[src/rtl/bcd_countdown_timer.sv]
// Packed-BCD mm:ss down-counter with load/start/pause control, seconds borrow
// and expiry signalling. Drives the shared BCD display path.
module bcd_countdown_timer #(
  parameter logic [7:0] MAX_MIN = 8'h99
) (
  input  logic       clk,
  input  logic       reset,
  input  logic       tick,
  input  logic       load,
  input  logic [7:0] load_min,
  input  logic [7:0] load_sec,
  input  logic       start,
  input  logic       pause,
  output logic [7:0] minutes,
  output logic [7:0] seconds,
  output logic       running,
  output logic       sec_borrow,
  output logic       done,
  output logic       expired,
  output logic       load_err
);

  typedef enum logic [1:0] {IDLE, RUN, PAUSE, EXPIRED} state_t;

  state_t     state;
  logic       load_valid;
  logic       is_zero;
  logic       wrap;
  logic       reach_zero;
  logic [7:0] dec_min;
  logic [7:0] dec_sec;

  // Seconds tens only ever reach 5, so a valid-digit check plus tens<=5 covers <=59.
  assign load_valid = (load_min[7:4] <= 4'd9) && (load_min[3:0] <= 4'd9) &&
                      (load_sec[7:4] <= 4'd5) && (load_sec[3:0] <= 4'd9) &&
                      (load_min <= MAX_MIN);

  assign is_zero    = (minutes == 8'h00) && (seconds == 8'h00);
  assign reach_zero = (dec_min == 8'h00) && (dec_sec == 8'h00);
  assign running    = (state == RUN);
  assign expired    = (state == EXPIRED);

  always_comb begin
    dec_min = minutes;
    dec_sec = seconds;
    wrap    = 1'b0;
    if (seconds[3:0] != 4'd0) begin
      dec_sec[3:0] = seconds[3:0] - 4'd1;
    end else if (seconds[7:4] != 4'd0) begin
      dec_sec = {seconds[7:4] - 4'd1, 4'd9};
    end else begin
      // Never entered with minutes at 00: RUN always expires at 00:00 first.
      dec_sec = 8'h59;
      wrap    = 1'b1;
      if (minutes[3:0] != 4'd0) begin
        dec_min[3:0] = minutes[3:0] - 4'd1;
      end else begin
        dec_min = {minutes[7:4] - 4'd1, 4'd9};
      end
    end
  end

  always_ff @(posedge clk or negedge reset) begin
    if (!reset) begin
      state      <= IDLE;
      minutes    <= 8'h00;
      seconds    <= 8'h00;
      sec_borrow <= 1'b0;
      done       <= 1'b0;
      load_err   <= 1'b0;
    end else begin
      sec_borrow <= 1'b0;
      done       <= 1'b0;
      load_err   <= 1'b0;
      if (load) begin
        if (load_valid) begin
          minutes <= load_min;
          seconds <= load_sec;
          state   <= IDLE;
        end else begin
          load_err <= 1'b1;
        end
      end else if (pause) begin
        if (state == RUN) state <= PAUSE;
      end else if (start) begin
        if ((state == IDLE || state == PAUSE) && !is_zero) state <= RUN;
      end else if (tick && state == RUN) begin
        minutes    <= dec_min;
        seconds    <= dec_sec;
        sec_borrow <= wrap;
        if (reach_zero) begin
          state <= EXPIRED;
          done  <= 1'b1;
        end
      end
    end
  end

endmodule

[config.mk]
export PLATFORM = sky130hd
export DESIGN_NAME = bcd_countdown_timer
export DESIGN_NICKNAME = d
export VERILOG_FILES = /design/src/rtl/bcd_countdown_timer.sv
export SDC_FILE = /design/constraint.sdc
export NUM_CORES = 1
export LEC_CHECK = 0
export ABC_AREA = 1
export BUFFER_PORTS_ARGS = -buffer_cell sky130_fd_sc_hd__buf_2
export CAP_MARGIN = 30
export CORE_MARGIN = 2
export CORE_UTILIZATION = 40
export CTS_CLUSTER_DIAMETER = 80
export DETAILED_ROUTE_END_ITERATION = 10
export PLACE_DENSITY = 0.67
export SKIP_CTS_REPAIR_TIMING = 1
export SYNTH_ARGS = -nofsm -noshare
export SYNTH_HDL_FRONTEND = slang
export SYNTH_SLANG_ARGS = --single-unit
[constraint.sdc]
create_clock -name clk -period 1.75 [get_ports clk]
set_input_delay 0.2625 -clock clk [delete_from_list [all_inputs] [get_ports clk]]
set_output_delay 0.2625 -clock clk [all_outputs]
set_load 0.01 [all_outputs]
---- After elaboration in Yosys (flattened, before gate mapping) ----
Cells that the tools add are included.
word-level totals
  bits in registers ....................... 21
  word-level logic and storage cells ...... 84
operators by class
  $add $sub $neg .......................... 4
  equality and inequality tests ........... 8
  muxes and demuxes ....................... 38
  magnitude comparators ................... 5
  reduce and logical (&&, ||, !) cells .... 23
operators by type and width
  cell                 number
  $mux 8               13
  $logic_not 8->1      4
  $reduce_bool 4->1    5
  $mux 2               8
  $mux 4               4
  $sub 4x1->4 const B  4
  $mux 1               13
  $le 4x4->1 const B   3
  $le 8x8->1 const B   1
  $logic_and 1x1->1    8
  $reduce_and 5->1     1
  $eq 2x2->1 const B   2
  $le 4x3->1 const B   1
  $ne 2x2->1 const B   2
  $ne 4x2->1 const B   1
  $reduce_and 4->1     1
  $ne 3x2->1 const B   1
  $eq 2x1->1 const B   1
  $logic_not 2->1      1
  $ne 2x1->1 const B   1
  $reduce_bool 2->1    1
  $logic_not 1->1      1
  $logic_or 1x1->1     1

---- Depth between registers and ports, before layout ----
Gate-level depths: netlist of the first run.
  depth after elaboration ................. 11
  depth in mapped cells ................... 13
  mapped depth without buffers ............ 13

---- Worst setup path before layout of the first run ----
OpenSTA, ideal clock, no wires.
  path type ............................... reg2reg
  start ................................... reg seconds[3]
  end ..................................... reg state[0]
  arrival time ............................ 1.624 ns
  library setup time ...................... 0.117 ns
  cell stages (with the launch flop) ...... 14
  period minus slack after synthesis ...... 1.740 ns
  required time ........................... 1.633 ns
  slack ................................... 0.010 ns
  path through ............................ dfrtp_1 nor2_4 nand2_4 nor2_4 buf_6 nand2_1 nand2_1 nand2_2 nor2_2 nand2_2 o21bai_4 nand2_2 nand2_1 nand2_1
between the ends
  cells in the longest elaborated chain, start to end .. 6
ends and longest elaborated chain
  what                                                       RTL line  text
  start, declared                                            15        output logic [7:0] seconds,
  start signal, assigned                                     78        seconds <= load_sec;
  start signal, assigned                                     89        seconds <= dec_sec;
  $sub 4x1->4, or another cell as far along                  48        dec_sec[3:0] = seconds[3:0] - 4'd1;
  $mux 4, or another cell as far along                       47        if (seconds[3:0] != 4'd0) begin
  $logic_not 8->1 or $logic_not 1->1 (tied branches)         39, 86
  $logic_and 1x1->1 (on tied branches)                       39, 86
  $reduce_bool 4->1 (no line) or $ne 4x2->1 (tied branches)  -
  $reduce_and 5->1 (no line) *                               -
  end signal, assigned                                       65        state <= IDLE;
  end signal, assigned                                       79        state <= IDLE;
  end signal, assigned                                       84        if (state == RUN) state <= PAUSE;
  end, declared                                              25        state_t state;
Every way passes the cells marked *; elsewhere a longest branch is shown, timed or not.
A chain may end at the register's enable or synchronous reset.

---- Worst setup path after layout of the first run ----
  start ................................... reg seconds[2]
  end ..................................... reg state[1]
Same word-level chain as after synthesis.

==> results of run 1 <==
[kinds of logic after synthesis]
group	after synthesis	share of synthesized area, %
AO/OA/AOI/OAI	43	17.4
adder cells (fa/ha/maj)	2	1.72
buffers and inverters	32	8.97
flip-flops	21	36.2
AND/OR/NAND/NOR	112	35.7
[critical path: cells and delay by family (launching register included)]
kind | cells | cell delay, ps
flip-flops | 1 | 430
AND/OR/NAND/NOR | 11 | 950
buffers and inverters | 1 | 130
AO/OA/AOI/OAI | 1 | 160
[how the worst min path moves through the flow]
stage	cells after the start	endpoint	startpoint	slack, ps
floorplan	0	done$_DFF_PN0_	reset	-30
global placement	1	minutes[3]$_DFFE_PN0P_	reset	250
detailed placement	1	minutes[2]$_DFFE_PN0P_	reset	250
CTS	1	minutes[2]$_DFFE_PN0P_	reset	-100
global route	3	seconds[0]$_DFFE_PN0P_	load_sec[0]	210
finish	3	seconds[0]$_DFFE_PN0P_	load_sec[0]	170
[registers in the layout (all words and copies together) (netlist names)]
register    count
done            1
seconds         8
state           2
load_err        1
sec_borrow      1
minutes         8
[layout by cell type, fill, tap and decap left out, types with 3 or more instances in the layout]
master and count:
inv_1 24, o21ai_0 22, o211ai_1 3, o22ai_1 8, nor3_1 4, nor2_1 18, clkbuf_4 3, nand3_1 14
nor2_4 4, buf_2 42, dfrtp_1 21, buf_4 29, nand4_1 4, a21oi_1 5, nand2_2 6, nor2_2 11
nand2_1 47
[per-layer routing]
metal  wire (um)  up-vias  GRT usage, %
met3         185        4          2.82
met2        1800       46          31.8
met4          54        0          7.18
li1            -      835             -
met1        1800      729          27.6
met5           0        -             0
[layout make-up]
type	instances	area (um^2)	area share, %
multi-input cells	157	835	41.4
clock buffers	4	26.3	1.30
repair buffers	75	480	23.8
flip-flops and latches	21	526	26.0
inverters	25	93.8	4.65
well taps	46	57.6	2.85
[power breakdown]
| group | leakage [nW] | internal [W] | total [W] | switching [W] |
|---|---|---|---|---|
| registers | 0.259 | 0.000635 | 0.000756 | 0.000120 |
| clock network | 0.0150 | 0.0000892 | 0.000248 | 0.000159 |
| logic | 0.783 | 0.000647 | 0.00144 | 0.000793 |
| total | 1.06 | 0.00137 | 0.00244 | 0.00107 |
[through the flow]
stage	hold WS, ps	std cells	total power [W]	TNS, ps
finish	172	328	0.00244	-47.2
CTS	-100	324	0.00235	-80.7
global placement	249	320	0.00209	-12.5
floorplan	-33.1	210	0.00150	0
detailed placement	254	320	0.00210	-53.2
global route	209	328	0.00265	-409
==> results.sh, run 1 <==
export IMPL_grt_pass1_wl_um=6420
export IMPL_rows=21
export IMPL_cpMostUsedCell="nand2_1"
export IMPL_antenna_found_initial=0
export IMPL_antenna_cells=0
export IMPL_clock_latency_ps=320
export IMPL_nFillCells=345
export IMPL_r2r_slack_ps=-30
export IMPL_outcome="finished with violations"
export IMPL_rsz0062_at_grt="yes"
export IMPL_yosys_top_cells_area="dfrtp_1, nand2_1, o21ai_0, inv_1, nor2_1"
export IMPL_cap_violations=0
export IMPL_seq_area_frac_synth_pct=36.2
export IMPL_tightestPinTransition_ps=468
export IMPL_crit_path_start_kind="register"
export IMPL_vdd_ir_drop_max_mv=0.656
export IMPL_violations="negative setup slack"
export IMPL_die_w_um=64.2
export IMPL_grt_overflow_total=0
export IMPL_drive_gt1_share_pct=36.5
export IMPL_dr_total_vias=1614
export IMPL_cpPeakStageDelay_ps=430
export IMPL_critPathMaxFanout=11
export IMPL_final_core_utilization_pct=59.1
export IMPL_totalWireLength_um=3840
export IMPL_grt_util_all_layers_pct=20.0
export IMPL_timing_fmax_ghz=0.563
export IMPL_ys_warn_count=0
export IMPL_numCtsBuffers=3
export IMPL_netlist_cell_type_count=25
export IMPL_finalHoldViolCount=0
export IMPL_post_synth_cell_area_avg_um2=6.91
export IMPL_drt_antenna_violating_nets=0
export IMPL_synth_seq_cells=21
export IMPL_startpoint="seconds[2]$_DFFE_PN0P_"
export IMPL_crit_path_end="state[1]$_DFFE_PN0P_"
export IMPL_fin_ws_ps=-25.2
export IMPL_drt_vias_per_instance=4.92
export IMPL_first_iter_violations=70
export IMPL_ios=43
export IMPL_clock_tree_buffer_depth=2
export IMPL_clkTransAtPathRegs_ps=130
export IMPL_yosys_area_top_type_share_pct=36.2
export IMPL_grt_pass1_vias=1414
export IMPL_drcViolationCount=0
export IMPL_synth_top_area_cell="dfrtp_1"
export IMPL_finalSetupViolations=2
export IMPL_slowest_stage="dfrtp_1"
export IMPL_synth_edf_count=0
export IMPL_relSlewSlack_pct=68.8
export IMPL_start_util_pct=42.5
export IMPL_pre_cts_ws_ps=-27.2
export IMPL_hold_path_class="in2reg"
export IMPL_core_area_um2=3420
export IMPL_netlist_instances=210
export IMPL_cts_root_buffer="clkbuf_4"
export IMPL_synth_cell_area_um2=1450
export IMPL_fin_crit_sh_pct=101
export IMPL_finish_instance_area_um2=2020
export IMPL_cts_tree="yes"
export IMPL_synth_flop_cell="dfrtp_1"
export IMPL_r2r_start="seconds[2]$_DFFE_PN0P_"
export IMPL_yosysMostFrequentCell="nand2_1"
export IMPL_postSynth_asyncResetShare_pct=100
export IMPL_post_dp_cell_area_um2=1910
export IMPL_p_leak_nw=1.06
export IMPL_worstPathRequired_ps=1980
export IMPL_power_density_nw_per_um2=1210
export IMPL_dieArea_um2=4130
export IMPL_slew_viol_final=0
export IMPL_drt_first_pass_iters=4
export IMPL_finClkSkew_ps=8.80
export IMPL_dp_hpwl_um=2970
export IMPL_nets=307
export IMPL_r2r_end="state[1]$_DFFE_PN0P_"
export IMPL_period_needed_ps=1780
export IMPL_clock_sinks=21
export IMPL_area_growth_pct=39.1
export IMPL_crit_chain="nor2_4 -> nand2_4 -> nor2_4 -> buf_12 -> nand3_1 -> nand2_1 -> nand2_1 -> nor2_2 -> nand2_2 -> o21bai_4 -> nand2_2 -> nand2_1 -> nand2_1"
export IMPL_h_tree_depth=1
export IMPL_grt_max_degree=22
export IMPL_syn_num_nets=234
export IMPL_reg2regPathDepth=13
export IMPL_cp_arrival_ps=2000
export IMPL_place_gp_congestion=0.815
export IMPL_io_buffers=42
export IMPL_synth_common_cells="nand2_1, inv_1, nor2_1"
export IMPL_die_h_um=64.2
export IMPL_cp_end_kind="register"
export IMPL_wire_per_inst_um=11.7
export IMPL_worstSetupPathType="reg2reg"
No activity file was read; power rests on OpenSTA's default activity.
==> inputs of run 2 (changes only) <==
--- a/config.mk
+++ b/config.mk
@@ -8,3 +8,3 @@
 export ABC_AREA = 1
-export BUFFER_PORTS_ARGS = -buffer_cell sky130_fd_sc_hd__buf_2
+export BUFFER_PORTS_ARGS = -buffer_cell sky130_fd_sc_hd__clkbuf_2
 export CAP_MARGIN = 30
@@ -16,2 +16,3 @@
 export SKIP_CTS_REPAIR_TIMING = 1
+export SKIP_LAST_GASP = 1
 export SYNTH_ARGS = -nofsm -noshare
==> constraint.sdc (replaced) <==
create_clock -name clk -period 1.75 [get_ports clk]
set_input_delay 0.175 -clock clk [delete_from_list [all_inputs] [get_ports clk]]
set_output_delay 0.175 -clock clk [all_outputs]
set_load 0.01 [all_outputs]
==> run 2 against run 1 <==
The run still ends with negative setup slack left. Via count is 1.4% higher. First-iteration DRC count is 1.4% lower. Non-clock buffer count is 6 higher. Critical endpoint unchanged. Power is 2.9% higher. Global-route usage is 0.12 points lower. Design area is 2.9% higher. Clock power hardly changed. Worst hold slack worse by 84 ps. Count of clock-buffer cells in the layout is 1 lower. Worst setup slack worse by 56 ps.
==> results.sh, run 2 (synthesis gave the netlist of run 1 again) <==
export IMPL_die_w_um=64.2
export IMPL_seqPwrFrac_pct=30.5
export IMPL_cp_depth=14
export IMPL_cts_root_buffer="clkbuf_4"
export IMPL_final_cell_mix="clkbuf_2, nand2_1, buf_4"
export IMPL_topRoutingLayerUsed="met4"
export IMPL_antenna_found_initial=0
export IMPL_cap_violations=0
export IMPL_r2r_start="seconds[5]$_DFFE_PN0P_"
export IMPL_cp_end_kind="register"
export IMPL_startpoint="seconds[5]$_DFFE_PN0P_"
export IMPL_ios=43
export IMPL_dieArea_um2=4130
export IMPL_fin_ws_ps=-81.2
export IMPL_worstSetupPathType="reg2reg"
export IMPL_core_area_um2=3420
export IMPL_worstPathRequired_ps=1980
export IMPL_crit_chain="nor2_2 -> nand2_2 -> nor2_4 -> buf_12 -> buf_8 -> nand2_4 -> nand2_2 -> nand2_2 -> nor2_2 -> nand2_2 -> o21bai_4 -> nand2_2 -> nand2_2 -> nand2_2"
export IMPL_clock_tree_buffer_depth=2
export IMPL_totalWireLength_um=4000
export IMPL_critPathMaxFanout=7
export IMPL_grt_util_all_layers_pct=19.9
export IMPL_finalHoldViolCount=0
export IMPL_grt_pass1_vias=1470
export IMPL_switching_share_pct=43.6
export IMPL_seq_area_um2=526
export IMPL_final_common_cell="clkbuf_2"
export IMPL_fin_crit_sh_pct=105
export IMPL_grt_max_degree=22
export IMPL_slew_viol_final=0
export IMPL_area_growth_pct=43.0
export IMPL_pre_cts_ws_ps=-47.0
export IMPL_grt_pass1_wl_um=6440
export IMPL_antenna_cells=0
export IMPL_h_tree_depth=1
export IMPL_hold_path_class="in2reg"
export IMPL_crit_path_start_kind="register"
export IMPL_nFillCells=345
export IMPL_outcome="finished with violations"
export IMPL_relSlewSlack_pct=64.1
export IMPL_drcViolationCount=0
export IMPL_cts_tree="yes"
export IMPL_largestRegisters="minutes: 8 flops, seconds: 8 flops, state: 2 flops"
export IMPL_multi_input_area_um2=846
export IMPL_rows=21
export IMPL_nets=313
export IMPL_combPwrFrac_pct=59.6
export IMPL_cpPeakStageDelay_ps=420
export IMPL_slowest_stage="dfrtp_1"
export IMPL_drive_gt1_share_pct=39.2
export IMPL_hold_worst_slack_ps=87.6
export IMPL_cpMostUsedCell="nand2_2"
export IMPL_finalSetupViolations=2
export IMPL_tightestPinTransition_ps=538
export IMPL_dr_total_vias=1637
export IMPL_wire_per_inst_um=12.0
export IMPL_tns_ps=-147
export IMPL_die_h_um=64.2
export IMPL_clock_latency_ps=310
export IMPL_power_density_nw_per_um2=1210
export IMPL_violations="negative setup slack"
export IMPL_finClkSkew_ps=12.1
export IMPL_first_iter_violations=69
export IMPL_reg2regPathDepth=14
export IMPL_dp_hpwl_um=2970
export IMPL_period_needed_ps=1830
export IMPL_grt_overflow_total=0
export IMPL_clkPwrFrac_pct=9.9
export IMPL_cp_arrival_ps=2060
export IMPL_drt_vias_per_instance=4.90
export IMPL_drt_first_pass_iters=4
export IMPL_wl_met3_um=125
export IMPL_power_internal_w=0.00142
export IMPL_numCtsBuffers=3
export IMPL_min_from="load_sec[0]"
export IMPL_io_buffers=42
export IMPL_wl_met2_um=1900
export IMPL_clkTransAtPathRegs_ps=140
export IMPL_worst_path_buf_inv=2
export IMPL_start_util_pct=42.5
export IMPL_critical_path_top_delay_family="simple AND/OR/NAND/NOR gates"
export IMPL_worstHoldPathCells=3
export IMPL_clock_sinks=21
export IMPL_place_gp_congestion=0.839
export IMPL_p_leak_nw=1.08
export IMPL_met1_length_um=1950
export IMPL_vdd_ir_drop_max_mv=0.559
export IMPL_rsz0062_at_grt="yes"
export IMPL_power_switching_w=0.00110
export IMPL_timing_fmax_ghz=0.546
export IMPL_drt_antenna_violating_nets=0
==> run 2: cell count changes in the layout (fill, tap and decap cells not counted), moves of 2 or more <==
| cell | change |
|---|---|
| buf_2 | -42 |
| clkbuf_2 | +42 |
| buf_4 | +7 |
| nand2_1 | -6 |
| nand2_2 | +6 |
| nor2_2 | -4 |
| nor2_1 | +3 |
| buf_6 | -2 |
==> run 2: power by group through the flow <==
stage	clock network, W	registers [W]	logic [W]
6_report	0.000250	0.000766	0.00150
5_1_grt	0.000292	0.000784	0.00166
4_1_cts	0.000260	0.000757	0.00134
3_5_place_dp	0	0.000766	0.00134
3_3_place_gp	0	0.000761	0.00133
2_1_floorplan	0	0.000860	0.000636
==> run 2: final timing paths <==
kind | endpoint | slack (ps)
min in group asynchronous | minutes[2]$_DFFE_PN0P_ | 350
max in group asynchronous | seconds[5]$_DFFE_PN0P_ | 1030
min reg2reg | state[0]$_DFFE_PN0P_ | 560
max reg2reg | state[1]$_DFFE_PN0P_ | -80
min | seconds[0]$_DFFE_PN0P_ | 90
max | state[1]$_DFFE_PN0P_ | -80
==> run 2: through the flow <==
stage,total power (W),cell area [um^2],instances,util [%]
after floorplan,0.00150,1450,210,-
after global placement,0.00209,1910,319,55.8
after detailed placement,0.00210,1910,319,55.8
after CTS,0.00236,1930,323,56.6
after global routing,0.00274,2080,334,60.8
final,0.00251,2080,334,60.8
==> run 2: layer usage <==
metal	vias to the layer above	track usage, %
li1	850	-
met1	754	27.3
met2	31	32.9
met3	2	2.29
met4	0	5.59
met5	-	0
==> run 2: tightest hold or removal path: stages <==
cell	delay, ps
clkbuf_2	70
o21ai_0	60
o21ai_0	70
==> run 2: area by class of cell <==
type | count | area share (%)
Timing Repair Buffer | 81 | 25.3
Tap cell | 46 | 2.77
Sequential cell | 21 | 25.3
Clock inverter | 1 | 0.241
Clock buffer | 3 | 1.08
Multi-Input combinational cell | 157 | 40.7
Inverter | 25 | 4.52
==> inputs of run 3 (changes only) <==
BUFFER_PORTS_ARGS = -buffer_cell sky130_fd_sc_hd__buf_2   (was -buffer_cell sky130_fd_sc_hd__clkbuf_2)
==> run 3 against run 2 <==
The flow still finishes with violations (negative setup slack). Non-clock buffer count decreased by 8. Final cell count decreased by 2.4%. Largest cell class unchanged. Via count decreased by 1.7%. Core utilization decreased by 2.8 points.
==> results.sh, run 3 (synthesis gave the netlist of run 1 again) <==
export IMPL_fin_crit_sh_pct=102
export IMPL_switching_share_pct=44.2
export IMPL_cpPeakStageDelay_ps=440
export IMPL_io_buffers=42
export IMPL_clock_tree_buffer_depth=2
export IMPL_dr_total_vias=1609
export IMPL_die_w_um=64.2
export IMPL_cp_arrival_ps=2020
export IMPL_antenna_cells=0
export IMPL_worstPathRequired_ps=1980
export IMPL_p_leak_nw=1.03
export IMPL_dieArea_um2=4130
export IMPL_nFillCells=349
export IMPL_tightestPinTransition_ps=482
export IMPL_final_common_cell="nand2_1"
export IMPL_grt_util_all_layers_pct=20.4
export IMPL_critPathMaxFanout=9
export IMPL_nets=305
export IMPL_worst_path_buf_inv=1
export IMPL_outcome="finished with violations"
export IMPL_hold_worst_slack_ps=99.1
export IMPL_grt_overflow_total=0
export IMPL_cap_violations=0
export IMPL_seqPwrFrac_pct=31.4
export IMPL_largestRegisters="minutes: 8 flops, seconds: 8 flops, state: 2 flops"
export IMPL_cts_tree="yes"
export IMPL_power_internal_w=0.00134
export IMPL_relSlewSlack_pct=67.9
export IMPL_wire_per_inst_um=12.1
export IMPL_drt_first_pass_iters=4
export IMPL_grt_pass1_wl_um=6580
export IMPL_hold_path_class="in2reg"
export IMPL_die_h_um=64.2
export IMPL_critical_path_top_delay_family="simple AND/OR/NAND/NOR gates"
export IMPL_place_gp_congestion=0.826
export IMPL_violations="negative setup slack"
export IMPL_rsz0062_at_grt="yes"
export IMPL_drcViolationCount=0
export IMPL_clock_sinks=21
export IMPL_worstSetupPathType="reg2reg"
export IMPL_final_cell_mix="nand2_1, buf_2, buf_4"
export IMPL_drt_vias_per_instance=4.94
export IMPL_h_tree_depth=1
export IMPL_finalSetupViolations=2
export IMPL_area_growth_pct=36.4
export IMPL_cp_end_kind="register"
export IMPL_slew_viol_final=0
export IMPL_fin_ws_ps=-41.6
export IMPL_cts_root_buffer="clkbuf_4"
export IMPL_slowest_stage="dfrtp_1"
export IMPL_timing_fmax_ghz=0.558
export IMPL_clock_latency_ps=310
export IMPL_cpMostUsedCell="nand2_1"
export IMPL_antenna_found_initial=0
export IMPL_vdd_ir_drop_max_mv=0.563
export IMPL_grt_pass1_vias=1496
export IMPL_crit_path_start_kind="register"
export IMPL_ios=43
export IMPL_drive_gt1_share_pct=35.0
export IMPL_rows=21
export IMPL_numCtsBuffers=3
export IMPL_period_needed_ps=1790
export IMPL_clkTransAtPathRegs_ps=130
export IMPL_finalHoldViolCount=0
export IMPL_pre_cts_ws_ps=-43.3
export IMPL_grt_max_degree=22
export IMPL_combPwrFrac_pct=58.1
export IMPL_dp_hpwl_um=3000
export IMPL_clkPwrFrac_pct=10.5
export IMPL_start_util_pct=42.5
export IMPL_tns_ps=-81.7
export IMPL_power_density_nw_per_um2=1210
export IMPL_crit_chain="nor2_4 -> nand2_4 -> nor2_4 -> buf_12 -> nand3_1 -> nand2_1 -> nand2_1 -> nor2_2 -> nand2_2 -> o21bai_4 -> nand2_2 -> nand2_1 -> nand2_1"
export IMPL_finClkSkew_ps=3.81
export IMPL_first_iter_violations=60
export IMPL_drt_antenna_violating_nets=0
export IMPL_totalWireLength_um=3950
export IMPL_power_switching_w=0.00106
export IMPL_core_area_um2=3420
==> run 3: final cells by class <==
class,count,area [um^2],area share (%)
clock inverters,1,5.00,0.253
well taps,46,57.6,2.91
inverters,25,93.8,4.74
multi-input cells,157,813,41.1
clock buffers,3,22.5,1.14
repair buffers,73,462,23.3
flip-flops and latches,21,526,26.5
==> run 3: routing by layer <==
metal | vias to the layer above | global-route usage [%] | wire length, um
met4 | 0 | 8.51 | 44
met5 | - | 0 | 0
met1 | 734 | 27.6 | 1900
met2 | 43 | 33.1 | 1850
met3 | 4 | 2.29 | 148
li1 | 828 | - | -
==> run 3: worst paths after layout <==
check,from,to,slack [ps],cells past startpoint
max in group asynchronous,reset,load_err$_DFF_PN0_,1090,2
min in group asynchronous,reset,minutes[3]$_DFFE_PN0P_,330,2
worst max-delay path,seconds[2]$_DFFE_PN0P_,state[0]$_DFFE_PN0P_,-40,13
worst min register to register,state[1]$_DFFE_PN0P_,state[1]$_DFFE_PN0P_,560,2
worst min-delay path,load_sec[0],seconds[0]$_DFFE_PN0P_,100,3
worst max register to register,seconds[2]$_DFFE_PN0P_,state[0]$_DFFE_PN0P_,-40,13
==> run 3: per-stage QoR <==
| stage | util (%) | instance area [um^2] | total power [W] | cells |
|---|---|---|---|---|
| floorplan | - | 1450 | 0.00150 | 210 |
| global placement | 55.8 | 1910 | 0.00209 | 319 |
| detailed placement | 55.8 | 1910 | 0.00210 | 319 |
| CTS | 56.6 | 1930 | 0.00235 | 323 |
| global route | 57.9 | 1980 | 0.00262 | 326 |
| finish | 57.9 | 1980 | 0.00240 | 326 |
==> run 3: tightest hold or removal path, stage by stage <==
cell	delay, ps
buf_2	70
o21ai_0	60
o21ai_0	80
==> run 3: power groups by stage <==
stage / sequential, W / combinational, W / clock [W]
after floorplan: 0.000860 / 0.000636 / 0
after global placement: 0.000760 / 0.00133 / 0
after detailed placement: 0.000761 / 0.00134 / 0
after CTS: 0.000752 / 0.00134 / 0.000258
after global routing: 0.000779 / 0.00155 / 0.000288
final: 0.000754 / 0.00140 / 0.000252
